===== config.mk =====
export PLATFORM = sky130hd
export DESIGN_NAME = ahb_lite_param_interconnect
export DESIGN_NICKNAME = d
export VERILOG_FILES = /design/src/rtl/ahb_lite_pkg.sv /design/src/rtl/ahb_lite_addr_decoder.sv /design/src/rtl/ahb_lite_param_interconnect.sv
export SDC_FILE = /design/constraint.sdc
export NUM_CORES = 1
export LEC_CHECK = 0
export ABC_AREA = 1
export CELL_PAD_IN_SITES_DETAIL_PLACEMENT = 1
export CELL_PAD_IN_SITES_GLOBAL_PLACEMENT = 1
export CORE_AREA = 2 2 154 156
export DETAILED_ROUTE_END_ITERATION = 10
export DIE_AREA = 0 0 156 158
export HOLD_SLACK_MARGIN = 0.05
export PLACE_DENSITY = 0.73
export SYNTH_ARGS = -nofsm -noshare
export SYNTH_HDL_FRONTEND = slang
export SYNTH_SLANG_ARGS = --single-unit

===== constraint.sdc =====
create_clock -name HCLK -period 2.3 [get_ports HCLK]
set_input_delay 0.23 -clock HCLK [delete_from_list [all_inputs] [get_ports HCLK]]
set_output_delay 0.23 -clock HCLK [all_outputs]
set_load 0.02 [all_outputs]

===== src/rtl/ahb_lite_pkg.sv =====
// ahb_lite_pkg: AHB-Lite transfer/response encodings and interconnect FSM states
package ahb_lite_pkg;
    localparam logic [1:0] HTRANS_IDLE   = 2'b00;
    localparam logic [1:0] HTRANS_BUSY   = 2'b01;
    localparam logic [1:0] HTRANS_NONSEQ = 2'b10;
    localparam logic [1:0] HTRANS_SEQ    = 2'b11;
    localparam logic HRESP_OKAY  = 1'b0;
    localparam logic HRESP_ERROR = 1'b1;
    typedef enum logic [1:0] {ST_PASS, ST_ERR1, ST_ERR2} state_t;
endpackage


===== src/rtl/ahb_lite_addr_decoder.sv =====
// ahb_lite_addr_decoder: base/mask address decode, lowest index wins, one-hot select
module ahb_lite_addr_decoder #(
    parameter int NSLV = 8,
    parameter int IW = 3,
    parameter logic [NSLV*32-1:0] SLV_BASE = {NSLV{32'h0}},
    parameter logic [NSLV*32-1:0] SLV_MASK = {NSLV{32'h0}}
) (
    input  logic [31:0]     addr,
    output logic [NSLV-1:0] sel,
    output logic            hit,
    output logic [IW-1:0]   idx
);
    always_comb begin
        hit = 1'b0;
        idx = '0;
        for (int i = NSLV - 1; i >= 0; i--)
            if ((addr & SLV_MASK[32*i +: 32]) == SLV_BASE[32*i +: 32]) begin
                hit = 1'b1;
                idx = IW'(i);
            end
        sel = hit ? NSLV'(1) << idx : '0;
    end
endmodule


===== src/rtl/ahb_lite_param_interconnect.sv =====
// ahb_lite_param_interconnect: single-master AHB-Lite decoder, data-phase mux,
// default slave with ERROR response, stall watchdog and sticky fault status
module ahb_lite_param_interconnect
    import ahb_lite_pkg::*;
#(
    parameter int NSLV = 8,
    parameter int DW = 32,
    parameter logic [NSLV*32-1:0] SLV_BASE = {NSLV{32'h0}},
    parameter logic [NSLV*32-1:0] SLV_MASK = {NSLV{32'h0}},
    parameter int TIMEOUT_CYC = 256
) (
    input  logic             HCLK,
    input  logic             HRESETn,
    input  logic [31:0]      HADDR,
    input  logic [1:0]       HTRANS,
    output logic             HREADY,
    output logic             HRESP,
    output logic [DW-1:0]    HRDATA,
    output logic [NSLV-1:0]  HSEL_A,
    input  logic [NSLV-1:0]  HREADYOUT_A,
    input  logic [NSLV-1:0]  HRESP_A,
    input  logic [NSLV*DW-1:0] HRDATA_A,
    input  logic             FAULT_CLR,
    output logic             FAULT_VALID,
    output logic             FAULT_TO,
    output logic [31:0]      FAULT_ADDR,
    output logic [7:0]       FAULT_CNT
);
    localparam int IW = NSLV > 1 ? $clog2(NSLV) : 1;
    localparam int CW = TIMEOUT_CYC > 0 ? $clog2(TIMEOUT_CYC + 1) : 1;
    localparam logic [CW-1:0] TO_LIM = CW'(TIMEOUT_CYC);

    state_t        state, state_nxt;
    logic          hit, dsel_hit, active, stall, timeout, new_err, enter;
    logic [IW-1:0] idx, dsel;
    logic [31:0]   daddr;
    logic [CW-1:0] wd_cnt;
    logic [7:0]    cnt_base;

    ahb_lite_addr_decoder #(
        .NSLV(NSLV), .IW(IW), .SLV_BASE(SLV_BASE), .SLV_MASK(SLV_MASK)
    ) u_dec (
        .addr(HADDR), .sel(HSEL_A), .hit(hit), .idx(idx)
    );

    // dsel_hit=0 is the built-in default slave
    assign HREADY  = state == ST_PASS ? (dsel_hit ? HREADYOUT_A[dsel] : 1'b1) : state == ST_ERR2;
    assign HRESP   = state != ST_PASS ? HRESP_ERROR : dsel_hit ? HRESP_A[dsel] : HRESP_OKAY;
    assign HRDATA  = state == ST_PASS && dsel_hit ? HRDATA_A[DW*dsel +: DW] : '0;
    assign active  = HTRANS == HTRANS_NONSEQ || HTRANS == HTRANS_SEQ;
    assign new_err = HREADY && !hit && active;
    assign stall   = state == ST_PASS && dsel_hit && !HREADYOUT_A[dsel];
    assign timeout = TIMEOUT_CYC != 0 && stall && wd_cnt == TO_LIM - 1'b1;
    assign enter   = state_nxt == ST_ERR1;
    // a clear coinciding with a new fault restarts the count at one
    assign cnt_base = FAULT_CLR ? 8'h00 : FAULT_CNT;

    always_comb begin
        state_nxt = ST_PASS;
        state_nxt = state == ST_ERR1 ? ST_ERR2 : (new_err || timeout) ? ST_ERR1 : ST_PASS;
    end

    always_ff @(posedge HCLK) begin
        if (!HRESETn) begin
            state       <= ST_PASS;
            dsel_hit    <= 1'b0;
            dsel        <= '0;
            daddr       <= '0;
            wd_cnt      <= '0;
            FAULT_VALID <= 1'b0;
            FAULT_TO    <= 1'b0;
            FAULT_ADDR  <= '0;
            FAULT_CNT   <= '0;
        end else begin
            state  <= state_nxt;
            wd_cnt <= TIMEOUT_CYC != 0 && stall ? wd_cnt + 1'b1 : '0;
            if (HREADY) begin
                dsel_hit <= hit;
                dsel     <= idx;
                daddr    <= HADDR;
            end
            if (enter) begin
                FAULT_VALID <= 1'b1;
                FAULT_TO    <= timeout;
                FAULT_ADDR  <= HREADY ? HADDR : daddr;
                FAULT_CNT   <= cnt_base == 8'hFF ? cnt_base : cnt_base + 1'b1;
            end else if (FAULT_CLR) begin
                FAULT_VALID <= 1'b0;
                FAULT_TO    <= 1'b0;
                FAULT_ADDR  <= '0;
                FAULT_CNT   <= '0;
            end
        end
    end
endmodule

**Yosys cells after proc, flatten, opt, wreduce, memory -nomap -nowiden**

Index checks and enable logic that the tools add are counted.
W data, S select, Z words.

- Register bits after elaboration: 86
- Input port bits: 309
- Logic and storage cells: 39

- Add/sub/neg operators: 2
- Equality and inequality tests: 5
- Mux-type cells: 16
- Reductions and logical operators: 8

Operators by type and width:

| kind | count |
|---|---|
| $mux W32 | 4 |
| $mux W8 | 3 |
| $add A9 B1 Y9 const B | 1 |
| $eq A9 B8 Y1 const B | 1 |
| $add A8 B1 Y8 const B | 1 |
| $eq A8 B8 Y1 const B | 1 |
| $mux W1 | 8 |
| $eq A2 B1 Y1 const B | 2 |
| $reduce_bool A2 Y1 | 2 |
| $logic_and A1 B1 Y1 | 3 |
| $eq A2 B2 Y1 const B | 1 |
| $logic_not A2 Y1 | 1 |
| $mux W2 | 1 |
| $reduce_and A2 Y1 | 1 |
| $logic_not A1 Y1 | 1 |

**Logic depth before layout (Yosys ltp)**

Gate-level depths: netlist (run 1).

- Depth in word-level cells: 8
- Gate-level depth with buffers: 12
- Depth with buffers taken out: 12

**Hierarchy**

Synthesis (run 1) repeated with hierarchy kept, for this count alone.

- Cells, all modules: 1,106
- Area, all modules: 6,332.3 um^2

Modules (own cells, without submodules):

| module | times used | cells an instance | area an instance (um^2) | sequential area each (um^2) |
|---|---|---|---|---|
| ahb_lite_param_interconnect | 1 | 1,092 | 6,234.7 | 1,781.7 |
| ahb_lite_addr_decoder | 1 | 14 | 97.6 | 0.0 |

**Worst setup path before layout (run 1)**

OpenSTA, ideal clock, no wires.

- Kind: register to register
- Start: register wd_cnt[0]
- End: register FAULT_ADDR[22]
- Setup time: 120 ps
- Data arrival time: 1,637 ps
- Path slack: 543 ps
- Stages on the path, launching flop included: 13
- Path buffers: 1
- Period minus slack after synthesis: 1,757 ps
- Cell sequence: dfxtp_1 ha_1 nand2_1 nor3_1 nand2_1 nor2_1 ha_1 nand3_4 nand2_1 inv_1 buf_2 nand3_1 o21ai_1

- Longest elaborated chain between the ends: 6

RTL lines:

| what | RTL line | RTL |
|---|---|---|
| start, declared | ahb_lite_param_interconnect.sv:37 | `logic [CW-1:0] wd_cnt;` |
| start signal, assigned | ahb_lite_param_interconnect.sv:76 | `wd_cnt <= TIMEOUT_CYC != 0 && stall ? wd_cnt + 1'b1 : '0;` |
| $eq A9 B8 Y1 (*) | ahb_lite_param_interconnect.sv:53 | `assign timeout = TIMEOUT_CYC != 0 && stall && wd_cnt == TO_LIM - 1'b1;` |
| $logic_and A1 B1 Y1 (*) | ahb_lite_param_interconnect.sv:53 |  |
| $mux W1 (*) | ahb_lite_param_interconnect.sv:60 | `state_nxt = state == ST_ERR1 ? ST_ERR2 : (new_err \|\| timeout) ? ST_ERR1 : ST_PASS;` |
| $mux W2 (*) | ahb_lite_param_interconnect.sv:60 |  |
| $eq A2 B1 Y1 (*) | ahb_lite_param_interconnect.sv:54 | `assign enter = state_nxt == ST_ERR1;` |
| $mux W32 / $reduce_bool A2 Y1 (equally long branches) | n/a |  |
| end signal, assigned | ahb_lite_param_interconnect.sv:85 | `FAULT_ADDR <= HREADY ? HADDR : daddr;` |
| end, declared | ahb_lite_param_interconnect.sv:26 | `output logic [31:0] FAULT_ADDR,` |

Mark *: on every way between the ends. The rest lies on a longest branch, timed or not.
A chain may end at the register's enable or synchronous reset.

**Worst setup path in the final report (run 1)**

- Start: register state[0]
- End: output port HRDATA[26]

- Longest elaborated chain between the ends: 3

RTL lines:

| what | RTL line | RTL |
|---|---|---|
| start, declared | ahb_lite_param_interconnect.sv:33 | `state_t state, state_nxt;` |
| start signal, assigned | ahb_lite_param_interconnect.sv:75 | `state <= state_nxt;` |
| $logic_not A2 Y1 | ahb_lite_param_interconnect.sv:49 | `assign HRDATA = state == ST_PASS && dsel_hit ? HRDATA_A[DW*dsel +: DW] : '0;` |
| $logic_and A1 B1 Y1 | ahb_lite_param_interconnect.sv:49 |  |
| $mux W32 | ahb_lite_param_interconnect.sv:49 |  |
| end, declared | ahb_lite_param_interconnect.sv:18 | `output logic [DW-1:0] HRDATA,` |

No other way between the ends.

==> impl_metrics.prom, run 1 <==
# TYPE chip_impl_metric gauge
chip_impl_info{name="clockRootBuffer",value="sky130_fd_sc_hd__clkbuf_16"} 1
chip_impl_info{name="hold_path.startpoint",value="HRESETn"} 1
chip_impl_info{name="critical_path.startpoint_type",value="flop"} 1
chip_impl_info{name="synth_most_common_cell",value="sky130_fd_sc_hd__nand2_1"} 1
chip_impl_metric{name="fin_skew",unit="ps"} 14.6
chip_impl_metric{name="combined_area_of_all_synthesized_cells",unit="sq mm"} 0.00364
chip_impl_metric{name="cts_hold_repair.buffers",unit=""} 0
chip_impl_info{name="crit_path_start",value="state[0]$_SDFF_PN0_"} 1
chip_impl_metric{name="grt_start_max_net_pins",unit=""} 56
chip_impl_metric{name="htree_levels",unit=""} 3
chip_impl_info{name="reg2reg_from",value="wd_cnt[0]$_SDFF_PN0_"} 1
chip_impl_metric{name="std_cell_rows",unit=""} 56
chip_impl_metric{name="worst-r2r-setup-slack",unit="ps"} 270
chip_impl_info{name="tritoncts",value="done"} 1
chip_impl_metric{name="finish.utilization",unit=""} 0.245
chip_impl_info{name="yosys-top-cells-area",value="sky130_fd_sc_hd__dfxtp_1, sky130_fd_sc_hd__nand2_1, sky130_fd_sc_hd__nor2_1"} 1
chip_impl_metric{name="grt_usage",unit=""} 0.0983
chip_impl_metric{name="first_pass_iters",unit=""} 4
chip_impl_metric{name="die_area",unit="sq mm"} 0.0246
chip_impl_metric{name="first_pass_grt_wire_length",unit="um"} 18700
chip_impl_metric{name="clkTransAtPathRegs",unit="ps"} 80
chip_impl_metric{name="top_level_ports",unit=""} 393
chip_impl_metric{name="slew_viol_final",unit=""} 0
chip_impl_metric{name="detail_route.vias_per_cell",unit=""} 3.77
chip_impl_metric{name="core_area",unit="sq mm"} 0.0231
chip_impl_metric{name="antenna_violating_nets_post_route",unit=""} 0
chip_impl_metric{name="wl_per_cell",unit="um"} 12.8
chip_impl_metric{name="drive_above_1_share",unit=""} 0.0613
chip_impl_metric{name="detail_route.iter0.violations",unit=""} 155
chip_impl_metric{name="worstPathArrival",unit="ps"} 1930
chip_impl_metric{name="sequential_fraction_of_the_synthesis_area",unit=""} 0.468
chip_impl_info{name="setup.worst_path.class",value="flop to primary output"} 1
chip_impl_info{name="cell_type_contributing_the_most_total_cell_area_after_synthesis",value="sky130_fd_sc_hd__dfxtp_1"} 1
chip_impl_metric{name="global_route.overflow_total",unit=""} 0
chip_impl_info{name="synthFlopType",value="sky130_fd_sc_hd__dfxtp_1"} 1
chip_impl_metric{name="synth.lib_cells_used.distinct",unit=""} 26
chip_impl_info{name="hold_class",value="input port to flop"} 1
chip_impl_metric{name="clk_path_buf_depth",unit=""} 2
chip_impl_metric{name="yosysWarningCount",unit=""} 0
chip_impl_metric{name="remaining_drc_errors",unit=""} 0
chip_impl_metric{name="max_cap_violations",unit=""} 0
chip_impl_metric{name="synthArstFlopShare",unit=""} 0
chip_impl_metric{name="grt_pass1_vias",unit=""} 3542
chip_impl_metric{name="postSynthAreaPerCell",unit="sq um"} 7.09
chip_impl_metric{name="power_leakage",unit="uW"} 0.00240
chip_impl_metric{name="r2r_depth",unit=""} 12
chip_impl_metric{name="port-buffer-count",unit=""} 144
chip_impl_metric{name="globalplace.congestion",unit=""} 0.713
chip_impl_info{name="outcome",value="finished, final reports clean"} 1
chip_impl_metric{name="path_max_fanout",unit=""} 32
chip_impl_metric{name="hold_path_depth",unit=""} 3
chip_impl_metric{name="cts_buffers",unit=""} 9
chip_impl_metric{name="layout-area-overhead-vs-synth",unit="%"} 55.5
chip_impl_metric{name="powerDensity",unit="mW/mm^2"} 602
chip_impl_metric{name="fmax",unit="GHz"} 0.462
chip_impl_metric{name="initial_utilization",unit=""} 0.158
chip_impl_info{name="unrepaired_setup_endpoints_after_global_routing",value="no"} 1
chip_impl_metric{name="netlist_instances",unit=""} 513
chip_impl_metric{name="filler_cell_count",unit=""} 2774
chip_impl_metric{name="die_y",unit="um"} 158
chip_impl_metric{name="synth_top_area_share",unit=""} 0.468
chip_impl_metric{name="clk-insertion-delay-late",unit="ps"} 350
chip_impl_metric{name="setup_total_negative_slack",unit="ps"} 0
chip_impl_metric{name="finish_stage_setup_viols",unit=""} 0
chip_impl_metric{name="post-cts-setup-buffers",unit=""} 0
chip_impl_metric{name="fin_crit",unit="ps"} 2160
chip_impl_metric{name="die_width",unit="um"} 156
chip_impl_metric{name="hpwlAfterDp",unit="um"} 8760
chip_impl_info{name="worst_hold_path.endpoint",value="daddr[14]$_SDFF_PN0_"} 1
chip_impl_metric{name="timing.final.crit_share",unit=""} 0.941
chip_impl_metric{name="hold_viol",unit=""} 0
chip_impl_metric{name="clock_sink_count",unit=""} 85
chip_impl_metric{name="synth.ff_latch_count",unit=""} 85
chip_impl_info{name="r2r-end",value="FAULT_ADDR[19]$_SDFFE_PN0P_"} 1
chip_impl_metric{name="antenna_found_initial",unit=""} 2
chip_impl_metric{name="nets",unit=""} 958
chip_impl_metric{name="vdd_drop_max",unit="uV"} 335
chip_impl_metric{name="worst-endpoint-required",unit="ps"} 2070
chip_impl_metric{name="synth_enable_flop_cells",unit=""} 0
chip_impl_info{name="endpoint_kind",value="primary output"} 1
chip_impl_info{name="netlist_top_cells_count",value="sky130_fd_sc_hd__nand2_1, sky130_fd_sc_hd__dfxtp_1, sky130_fd_sc_hd__nor2_1"} 1
chip_impl_metric{name="totalWireLength",unit="um"} 12000
chip_impl_metric{name="detailroute.via_count",unit=""} 3555
[logic make-up (layout without fill, tap and decap cells)]
group,Yosys count,count (layout),synth area share
DFF,85,85,0.468
other,2,9,0.00206
adders and majority gates,2,2,0.00688
AOI/OAI and AO/OA,57,57,0.0791
buffers and inverters,120,253,0.146
xor gates and xnor gates,1,1,0.00241
and+or+nand+nor,246,246,0.296
[worst max-delay path by stage]
stage,slack [ps],to,depth (start not counted)
floorplan,540,FAULT_ADDR[22]$_SDFFE_PN0P_,12
global placement,250,FAULT_ADDR[20]$_SDFFE_PN0P_,10
global route,6,HRDATA[1],5
detailed placement,180,FAULT_ADDR[19]$_SDFFE_PN0P_,10
finish,140,HRDATA[26],5
CTS,7,HRDATA[8],5
[power by group]
part | leakage, uW | switching (uW) | internal, uW
Combinational | 0.00157 | 228 | 216
Clock | 0.000137 | 678 | 759
Sequential | 0.000694 | 11.1 | 1510
[per-stage QoR]
| step | hold WS [ps] | area (sq um) | cells | power (uW) | setup WS [ps] |
|---|---|---|---|---|---|
| finish | 408 | 5650 | 943 | 3410 | 137 |
| global route | 455 | 5650 | 943 | 3570 | 5.75 |
| CTS | 411 | 5640 | 942 | 3480 | 7.31 |
| detailed placement | 447 | 5350 | 926 | 2010 | 180 |
| global placement | 431 | 5350 | 926 | 2000 | 247 |
| floorplan | 395 | 3660 | 519 | 1790 | 543 |
[layout make-up]
cell class,instances,area (sq um),area share
clock inverter,7,68.8,0.0122
inverter,85,322,0.0569
antenna,1,2.50,0.000443
sequential,85,1700,0.301
clock buffer,9,225,0.0398
tap,290,363,0.0642
timing repair buffer,152,1540,0.273
multi-input combinational,314,1430,0.253
[per-layer routing]
layer	global-route usage	part of all wire	vias to the layer above	routed length (um)
met5	0	0	-	0
met4	0.0336	0.016	0	193
met3	0.0353	0.071	9	857
met2	0.164	0.46	111	5520
met1	0.117	0.45	1620	5470
li1	-	-	1815	-
[state kept, by name, indices dropped and copies added (netlist names)]
register and flops:
dsel_hit 1, FAULT_VALID 1, wd_cnt 9, FAULT_CNT 8, FAULT_ADDR 32, daddr 32
state 2
[placed cells by master, fill, tap and decap left out, types with 3 or more instances in the layout]
| cell type | Yosys | routed |
|---|---|---|
| sky130_fd_sc_hd__clkdlybuf4s50_1 | 0 | 138 |
| sky130_fd_sc_hd__nand2_1 | 92 | 92 |
| sky130_fd_sc_hd__dfxtp_1 | 85 | 85 |
| sky130_fd_sc_hd__nor2_1 | 84 | 84 |
| sky130_fd_sc_hd__inv_1 | 82 | 82 |
| sky130_fd_sc_hd__o21ai_1 | 43 | 43 |
| sky130_fd_sc_hd__nand3_1 | 41 | 41 |
| sky130_fd_sc_hd__nand3b_1 | 9 | 9 |
| sky130_fd_sc_hd__clkbuf_16 | 0 | 9 |
| sky130_fd_sc_hd__a21oi_1 | 8 | 8 |
| sky130_fd_sc_hd__conb_1 | 2 | 8 |
| sky130_fd_sc_hd__nor3_1 | 6 | 6 |
| sky130_fd_sc_hd__o21ai_0 | 5 | 5 |
| sky130_fd_sc_hd__buf_4 | 14 | 5 |
| sky130_fd_sc_hd__nor2_2 | 4 | 4 |
| sky130_fd_sc_hd__dlymetal6s2s_1 | 0 | 4 |
| sky130_fd_sc_hd__nor2_4 | 3 | 3 |
| sky130_fd_sc_hd__buf_12 | 0 | 3 |
[repair_timing]
| item | in CTS | in global routing |
|---|---|---|
| gates resized for setup | 1 | 6 |
| setup endpoints to repair | 1 | 19 |
| pin swaps | 0 | 0 |
[worst max-delay path, cell delays in order, from the launching register on]
cell and delay [ps]:
sky130_fd_sc_hd__dfxtp_1 350, sky130_fd_sc_hd__nor2_4 190, sky130_fd_sc_hd__nand2_1 110, sky130_fd_sc_hd__buf_12 170, sky130_fd_sc_hd__nor2_1 110, sky130_fd_sc_hd__clkdlybuf4s50_1 620
Note: power is estimated with default switching activity, not from simulation.
==> run 2: changes to the inputs <==
--- a/config.mk
+++ b/config.mk
@@ -13,6 +13,7 @@
 export DIE_AREA = 0 0 156 158
 export HOLD_SLACK_MARGIN = 0.05
 export PLACE_DENSITY = 0.73
+export RECOVER_POWER = 100
 export SYNTH_ARGS = -nofsm -noshare
 export SYNTH_HDL_FRONTEND = slang
 export SYNTH_SLANG_ARGS = --single-unit
==> run 2 against run 1 <==
Clock power is essentially flat. Count of clock-buffer cells in the layout is the same. Maximum frequency is essentially flat. Combinational power shrank 4%. Flip-flop and latch count is the same. Via count grew 0.34%. Die area is the same. Non-clock buffer count is the same. Largest power group unchanged.
==> impl_metrics.prom, run 2 (synthesized netlist as in run 1, its figures left out) <==
# TYPE chip_impl_metric gauge
chip_impl_info{name="outcome",value="finished, final reports clean"} 1
chip_impl_metric{name="initial_utilization",unit=""} 0.158
chip_impl_metric{name="detail_route.vias_per_cell",unit=""} 3.78
chip_impl_metric{name="internal-power",unit="uW"} 2470
chip_impl_metric{name="path_max_fanout",unit=""} 32
chip_impl_metric{name="first_pass_grt_wire_length",unit="um"} 18700
chip_impl_metric{name="core_area",unit="sq mm"} 0.0231
chip_impl_metric{name="clkTransAtPathRegs",unit="ps"} 70
chip_impl_metric{name="top_level_ports",unit=""} 393
chip_impl_metric{name="grt_start_max_net_pins",unit=""} 56
chip_impl_metric{name="slew_at_the_pin_closest_to_its_max_slew_limit",unit="ps"} 539
chip_impl_info{name="endpoint_kind",value="primary output"} 1
chip_impl_metric{name="slew_viol_final",unit=""} 0
chip_impl_metric{name="wl_per_cell",unit="um"} 12.7
chip_impl_metric{name="finish_stage_setup_viols",unit=""} 0
chip_impl_metric{name="cts_hold_repair.buffers",unit=""} 0
chip_impl_info{name="final_common_cell",value="sky130_fd_sc_hd__clkdlybuf4s50_1"} 1
chip_impl_metric{name="finish.utilization",unit=""} 0.242
chip_impl_metric{name="swShare",unit=""} 0.269
chip_impl_metric{name="die_width",unit="um"} 156
chip_impl_metric{name="setup_total_negative_slack",unit="ps"} 0
chip_impl_metric{name="p_seq_frac",unit=""} 0.450
chip_impl_metric{name="max_cap_violations",unit=""} 0
chip_impl_metric{name="hold_path_depth",unit=""} 3
chip_impl_metric{name="worst-path-buf-inv",unit=""} 2
chip_impl_metric{name="worst-endpoint-required",unit="ps"} 2070
chip_impl_metric{name="timing.final.crit_share",unit=""} 0.940
chip_impl_metric{name="detailroute.via_count",unit=""} 3567
chip_impl_metric{name="nets",unit=""} 958
chip_impl_info{name="critical_path.startpoint_type",value="flop"} 1
chip_impl_metric{name="max_stage_delay",unit="ps"} 620
chip_impl_info{name="most_frequent_cells_in_the_layout",value="sky130_fd_sc_hd__clkdlybuf4s50_1, sky130_fd_sc_hd__nand2_1, sky130_fd_sc_hd__nor2_1"} 1
chip_impl_info{name="reg2reg_from",value="wd_cnt[0]$_SDFF_PN0_"} 1
chip_impl_metric{name="dpl_cell_area",unit="sq mm"} 0.00535
chip_impl_metric{name="port-buffer-count",unit=""} 144
chip_impl_metric{name="remaining_drc_errors",unit=""} 0
chip_impl_info{name="crit_family",value="buffers and inverters"} 1
chip_impl_metric{name="combinationalPowerShare",unit=""} 0.126
chip_impl_metric{name="post_cts_resized",unit=""} 1
chip_impl_metric{name="powerDensity",unit="mW/mm^2"} 607
chip_impl_info{name="hold_class",value="input port to flop"} 1
chip_impl_metric{name="power_leakage",unit="uW"} 0.00247
chip_impl_info{name="hold_path.startpoint",value="HRESETn"} 1
chip_impl_metric{name="timing.critical_path.depth",unit=""} 5
chip_impl_metric{name="htree_levels",unit=""} 3
chip_impl_metric{name="hold_viol",unit=""} 0
chip_impl_metric{name="timing.max_slew.rel_slack",unit=""} 0.640
chip_impl_metric{name="layout-area-overhead-vs-synth",unit="%"} 53.3
chip_impl_info{name="tritoncts",value="done"} 1
chip_impl_info{name="crit_path_start",value="state[0]$_SDFF_PN0_"} 1
chip_impl_info{name="largest_registers",value="FAULT_ADDR: 32 flops, daddr: 32 flops, wd_cnt: 9 flops"} 1
chip_impl_metric{name="grt_usage",unit=""} 0.0983
chip_impl_metric{name="cts_buffers",unit=""} 9
chip_impl_metric{name="fin_skew",unit="ps"} 13.2
chip_impl_metric{name="antenna_violating_nets_post_route",unit=""} 0
chip_impl_metric{name="post-cts-setup-buffers",unit=""} 0
chip_impl_metric{name="fin_crit",unit="ps"} 2160
chip_impl_metric{name="fmax",unit="GHz"} 0.462
chip_impl_metric{name="post-route-cell-area",unit="sq mm"} 0.00558
chip_impl_info{name="crit_slowest_cell",value="sky130_fd_sc_hd__clkdlybuf4s50_1"} 1
chip_impl_metric{name="hpwlAfterDp",unit="um"} 8760
chip_impl_metric{name="detail_route.iter0.violations",unit=""} 144
chip_impl_metric{name="globalplace.congestion",unit=""} 0.713
chip_impl_metric{name="filler_cell_count",unit=""} 2782
chip_impl_metric{name="totalWireLength",unit="um"} 12000
chip_impl_metric{name="fraction_of_power_consumed_by_the_clock_network",unit=""} 0.424
chip_impl_metric{name="switchingPower",unit="uW"} 910
chip_impl_metric{name="die_area",unit="sq mm"} 0.0246
chip_impl_metric{name="r2r_depth",unit=""} 12
chip_impl_metric{name="antenna_found_initial",unit=""} 2
chip_impl_metric{name="global_route.overflow_total",unit=""} 0
chip_impl_metric{name="drive_above_1_share",unit=""} 0.0506
chip_impl_metric{name="std_cell_rows",unit=""} 56
chip_impl_metric{name="clk-insertion-delay-late",unit="ps"} 350
chip_impl_metric{name="grt_pass1_vias",unit=""} 3542
chip_impl_metric{name="first_pass_iters",unit=""} 4
chip_impl_metric{name="die_y",unit="um"} 158
chip_impl_metric{name="worstPathArrival",unit="ps"} 1930
chip_impl_metric{name="clk_path_buf_depth",unit=""} 2
chip_impl_info{name="setup.worst_path.class",value="flop to primary output"} 1
chip_impl_metric{name="clock_sink_count",unit=""} 85
chip_impl_info{name="clockRootBuffer",value="sky130_fd_sc_hd__clkbuf_16"} 1
chip_impl_info{name="unrepaired_setup_endpoints_after_global_routing",value="no"} 1
chip_impl_metric{name="vdd_drop_max",unit="uV"} 331
chip_impl_info{name="path_cells",value="nor2_4 -> nand2_1 -> buf_12 -> nor2_1 -> clkdlybuf4s50_1"} 1
==> run 2: changes by cell type in the layout (fill, tap and decap cells not counted), sizes merged <==
| cell | previous run | this run |
|---|---|---|
| buf | 9 | 7 |
| clkbuf | 9 | 15 |
| clkdlybuf4s50 | 138 | 94 |
| dlygate4sd3 | 0 | 44 |
| dlymetal6s2s | 4 | 0 |
==> run 2: tightest hold or removal path, delay by kind of cell <==
family                 cells  cell delay [ps]
buffers and inverters      2              290
AOI/OAI and AO/OA          1              190
==> run 2: power groups by stage <==
stage                     Clock, uW  Sequential [uW]  Combinational (uW)
after detailed placement          0             1560                 453
after global routing           1550             1530                 472
final                          1440             1520                 425
after CTS                      1500             1520                 455
after global placement            0             1560                 446
after floorplan                   0             1560                 231
==> run 2: path summary, 6_finish.rpt <==
kind                                end  slack (ps)
max reg2reg  FAULT_ADDR[7]$_SDFFE_PN0P_         230
min reg2reg        wd_cnt[0]$_SDFF_PN0_         460
min               dsel_hit$_SDFFE_PN0N_         400
max                          HRDATA[26]         140
==> run 2: area by class of cell <==
type,count,area (sq um),area share
Sequential cell,85,1700,0.305
Timing Repair Buffer,152,1480,0.266
Multi-Input combinational cell,314,1410,0.253
Tap cell,290,363,0.0651
Inverter,85,322,0.0577
Clock buffer,9,225,0.0404
Clock inverter,7,68.8,0.0123
Antenna cell,1,2.50,0.000449
==> run 2: metal layers <==
layer,up-vias,global-route usage,wire length [um]
met5,-,0,0
li1,1817,-,-
met1,1624,0.117,5430
met2,115,0.164,5480
met4,0,0.0336,231
met3,11,0.0353,871
==> run 2: through the flow <==
| step | total power, uW | cells | setup slack, ps | hold WS (ps) |
|---|---|---|---|---|
| 2_1_floorplan | 1790 | 519 | 543 | 395 |
| 3_3_place_gp | 2000 | 926 | 247 | 431 |
| 3_5_place_dp | 2010 | 926 | 180 | 447 |
| 4_1_cts | 3480 | 942 | 7.31 | 411 |
| 5_1_grt | 3550 | 943 | 5.75 | 438 |
| 6_report | 3380 | 943 | 138 | 398 |
==> run 3: changes to the inputs <==
--- a/config.mk
+++ b/config.mk
@@ -5,15 +5,17 @@
 export SDC_FILE = /design/constraint.sdc
 export NUM_CORES = 1
 export LEC_CHECK = 0
-export ABC_AREA = 1
+export ABC_AREA = 0
 export CELL_PAD_IN_SITES_DETAIL_PLACEMENT = 1
 export CELL_PAD_IN_SITES_GLOBAL_PLACEMENT = 1
-export CORE_AREA = 2 2 154 156
+export CORE_AREA = 2 2 153 155
+export CTS_CLUSTER_SIZE = 30
 export DETAILED_ROUTE_END_ITERATION = 10
-export DIE_AREA = 0 0 156 158
+export DIE_AREA = 0 0 155 157
 export HOLD_SLACK_MARGIN = 0.05
-export PLACE_DENSITY = 0.73
+export PLACE_DENSITY = 0.71
 export RECOVER_POWER = 100
+export SETUP_SLACK_MARGIN = 0.3
 export SYNTH_ARGS = -nofsm -noshare
 export SYNTH_HDL_FRONTEND = slang
 export SYNTH_SLANG_ARGS = --single-unit
==> run 3 against run 2 <==
Maximum frequency grew 6.6%. Setup slack gained 130 ps. Final cell count shrank 9.7%. Combinational power shrank 17%. Largest power group is now clock. Highest routed layer unchanged.
==> impl_metrics.prom, run 3 <==
# TYPE chip_impl_metric gauge
chip_impl_info{name="synthFlopType",value="sky130_fd_sc_hd__dfxtp_1"} 1
chip_impl_metric{name="synth_enable_flop_cells",unit=""} 0
chip_impl_info{name="crit_slowest_cell",value="sky130_fd_sc_hd__dfxtp_1"} 1
chip_impl_info{name="r2r-end",value="FAULT_CNT[1]$_SDFF_PN0_"} 1
chip_impl_info{name="cell_type_contributing_the_most_total_cell_area_after_synthesis",value="sky130_fd_sc_hd__dfxtp_1"} 1
chip_impl_metric{name="core_area",unit="sq mm"} 0.0225
chip_impl_metric{name="port-buffer-count",unit=""} 144
chip_impl_metric{name="dpl_cell_area",unit="sq mm"} 0.00533
chip_impl_metric{name="setup_total_negative_slack",unit="ps"} 0
chip_impl_info{name="netlist_top_cells_count",value="sky130_fd_sc_hd__nand2_1, sky130_fd_sc_hd__dfxtp_1, sky130_fd_sc_hd__a21boi_0"} 1
chip_impl_metric{name="fin_crit",unit="ps"} 2030
chip_impl_metric{name="cts_buffers",unit=""} 9
chip_impl_metric{name="fmax",unit="GHz"} 0.493
chip_impl_info{name="clockRootBuffer",value="sky130_fd_sc_hd__clkbuf_16"} 1
chip_impl_metric{name="clk-insertion-delay-late",unit="ps"} 350
chip_impl_metric{name="worst-path-buf-inv",unit=""} 2
chip_impl_info{name="hold_class",value="input port to flop"} 1
chip_impl_info{name="synth_most_common_cell",value="sky130_fd_sc_hd__nand2_1"} 1
chip_impl_metric{name="cts_hold_repair.buffers",unit=""} 0
chip_impl_metric{name="std_cell_rows",unit=""} 55
chip_impl_metric{name="top_level_ports",unit=""} 393
chip_impl_metric{name="clock_sink_count",unit=""} 85
chip_impl_metric{name="post-route-cell-area",unit="sq mm"} 0.00558
chip_impl_metric{name="first_pass_grt_wire_length",unit="um"} 18300
chip_impl_metric{name="drive_above_1_share",unit=""} 0.0760
chip_impl_info{name="yosys-top-cells-area",value="sky130_fd_sc_hd__dfxtp_1, sky130_fd_sc_hd__nand2_1, sky130_fd_sc_hd__a21boi_0"} 1
chip_impl_metric{name="filler_cell_count",unit=""} 2657
chip_impl_info{name="reg2reg_from",value="state[0]$_SDFF_PN0_"} 1
chip_impl_metric{name="globalplace.congestion",unit=""} 0.683
chip_impl_metric{name="netlist_instances",unit=""} 423
chip_impl_metric{name="hold_viol",unit=""} 0
chip_impl_metric{name="wl_per_cell",unit="um"} 14.1
chip_impl_metric{name="die_y",unit="um"} 157
chip_impl_info{name="critical_path.startpoint_type",value="flop"} 1
chip_impl_metric{name="layout-area-overhead-vs-synth",unit="%"} 55.2
chip_impl_metric{name="hold_path_depth",unit=""} 3
chip_impl_info{name="hold_path.startpoint",value="HRESETn"} 1
chip_impl_metric{name="clkTransAtPathRegs",unit="ps"} 70
chip_impl_info{name="crit_family",value="simple AND/OR/NAND/NOR gates"} 1
chip_impl_metric{name="first_pass_iters",unit=""} 4
chip_impl_metric{name="max_stage_delay",unit="ps"} 330
chip_impl_metric{name="detail_route.vias_per_cell",unit=""} 3.94
chip_impl_metric{name="die_width",unit="um"} 155
chip_impl_metric{name="worst-endpoint-required",unit="ps"} 2070
chip_impl_metric{name="detailroute.via_count",unit=""} 3358
chip_impl_metric{name="fin_skew",unit="ps"} 10.1
chip_impl_metric{name="hpwlAfterDp",unit="um"} 8400
chip_impl_metric{name="sequential_fraction_of_the_synthesis_area",unit=""} 0.473
chip_impl_metric{name="antenna_found_initial",unit=""} 2
chip_impl_metric{name="vdd_drop_max",unit="uV"} 297
chip_impl_metric{name="grt_usage",unit=""} 0.0987
chip_impl_metric{name="finish_stage_setup_viols",unit=""} 0
chip_impl_metric{name="synth.ff_latch_count",unit=""} 85
chip_impl_metric{name="power_leakage",unit="uW"} 0.00213
chip_impl_metric{name="timing.max_slew.rel_slack",unit=""} 0.447
chip_impl_metric{name="path_max_fanout",unit=""} 16
chip_impl_metric{name="antenna_violating_nets_post_route",unit=""} 0
chip_impl_metric{name="worstPathArrival",unit="ps"} 1800
chip_impl_info{name="setup.worst_path.class",value="flop to primary output"} 1
chip_impl_info{name="largest_registers",value="FAULT_ADDR: 32 flops, daddr: 32 flops, wd_cnt: 9 flops"} 1
chip_impl_info{name="most_frequent_cells_in_the_layout",value="sky130_fd_sc_hd__nand2_1, sky130_fd_sc_hd__dfxtp_1, sky130_fd_sc_hd__clkdlybuf4s50_1"} 1
chip_impl_metric{name="totalWireLength",unit="um"} 12000
chip_impl_metric{name="grt_start_max_net_pins",unit=""} 42
chip_impl_info{name="worst_hold_path.endpoint",value="dsel_hit$_SDFFE_PN0N_"} 1
chip_impl_metric{name="combined_area_of_all_synthesized_cells",unit="sq mm"} 0.00359
chip_impl_metric{name="grt_pass1_vias",unit=""} 3303
chip_impl_info{name="final_common_cell",value="sky130_fd_sc_hd__nand2_1"} 1
chip_impl_metric{name="nets",unit=""} 872
chip_impl_metric{name="slew_at_the_pin_closest_to_its_max_slew_limit",unit="ps"} 827
chip_impl_metric{name="htree_levels",unit=""} 3
chip_impl_metric{name="initial_utilization",unit=""} 0.160
chip_impl_metric{name="timing.final.crit_share",unit=""} 0.882
chip_impl_metric{name="synth_top_area_share",unit=""} 0.473
chip_impl_metric{name="powerDensity",unit="mW/mm^2"} 616
chip_impl_metric{name="slew_viol_final",unit=""} 0
chip_impl_info{name="outcome",value="finished, final reports clean"} 1
chip_impl_metric{name="clk_path_buf_depth",unit=""} 2
chip_impl_info{name="unrepaired_setup_endpoints_after_global_routing",value="no"} 1
chip_impl_metric{name="synthArstFlopShare",unit=""} 0
chip_impl_metric{name="r2r_depth",unit=""} 5
chip_impl_metric{name="postSynthAreaPerCell",unit="sq um"} 8.50
chip_impl_metric{name="worst-r2r-setup-slack",unit="ps"} 360
chip_impl_info{name="endpoint_kind",value="primary output"} 1
chip_impl_metric{name="die_area",unit="sq mm"} 0.0243
chip_impl_metric{name="remaining_drc_errors",unit=""} 0
chip_impl_metric{name="synth.lib_cells_used.distinct",unit=""} 40
chip_impl_metric{name="global_route.overflow_total",unit=""} 0
chip_impl_metric{name="detail_route.iter0.violations",unit=""} 127
chip_impl_info{name="tritoncts",value="done"} 1
chip_impl_info{name="path_cells",value="nand2b_1 -> nor2_1 -> buf_6 -> and2_1 -> clkdlybuf4s15_1"} 1
chip_impl_metric{name="yosysWarningCount",unit=""} 0
chip_impl_metric{name="max_cap_violations",unit=""} 0
## run 3: stage by stage
| step | cells | utilization | hold WS (ps) | total power (uW) | setup slack [ps] |
|---|---|---|---|---|---|
| after CTS | 850 | 0.252 | 419 | 3530 | 290 |
| after global routing | 851 | 0.248 | 434 | 3590 | 151 |
| after detailed placement | 833 | 0.237 | 444 | 1950 | 100 |
| after floorplan | 429 | - | 375 | 1730 | 464 |
| final | 852 | 0.248 | 424 | 3440 | 272 |
| after global placement | 833 | 0.237 | 437 | 1940 | 134 |
## run 3: timing repair
| action | in CTS | in global routing |
|---|---|---|
| setup buffers | 0 | 1 |
| cloned | 1 | 0 |
| setup endpoints to repair | 65 | 70 |
| resized for setup | 53 | 52 |
| pin swaps | 0 | 1 |
## run 3: layout make-up
type,count,area (sq um),share of cell area
multi-input cells,302,1750,0.314
clock inverters,6,78.8,0.0141
inverters,6,22.5,0.00404
well taps,285,357,0.0639
diodes,1,2.50,0.000449
clock buffers,10,239,0.0428
flip-flops and latches,85,1700,0.305
repair buffers,157,1430,0.256
## run 3: metal layers
layer / GRT usage / routed length [um] / vias to the layer above
met5: 0 / 0 / -
met4: 0.0410 / 198 / 0
met3: 0.0391 / 1140 / 12
met2: 0.158 / 5230 / 122
met1: 0.118 / 5440 / 1555
li1: - / - / 1669
## run 3: cell families (layout without fill, tap and decap cells)
family,Yosys count,after routing,share of synthesized area
AOI/OAI and AO/OA,83,83,0.175
adders and majority gates,2,2,0.00696
and+or+nand+nor,203,203,0.270
xor gates and xnor gates,6,6,0.0146
DFF,85,85,0.473
buffers and inverters,42,179,0.0578
other,2,9,0.00209
## run 3: report_power, final
group / leakage, uW / internal [uW] / switching, uW
clock network: 0.000157 / 895 / 662
registers: 0.000693 / 1510 / 17.8
logic: 0.00128 / 180 / 174
## run 3: tightest hold or removal path, stage by stage
cell	delay [ps]
sky130_fd_sc_hd__buf_2	110
sky130_fd_sc_hd__buf_4	230
sky130_fd_sc_hd__a21boi_0	160
## run 3: worst max path at each step
stage	depth (start not counted)	from	endpoint
after global placement	5	HREADYOUT_A[0]	FAULT_CNT[5]$_SDFF_PN0_
after CTS	5	state[1]$_SDFF_PN0_	HRDATA[6]
after detailed placement	5	HREADYOUT_A[0]	FAULT_CNT[5]$_SDFF_PN0_
after global routing	5	state[1]$_SDFF_PN0_	HRDATA[4]
after floorplan	8	wd_cnt[0]$_SDFF_PN0_	FAULT_CNT[5]$_SDFF_PN0_
final	5	state[1]$_SDFF_PN0_	HRDATA[27]
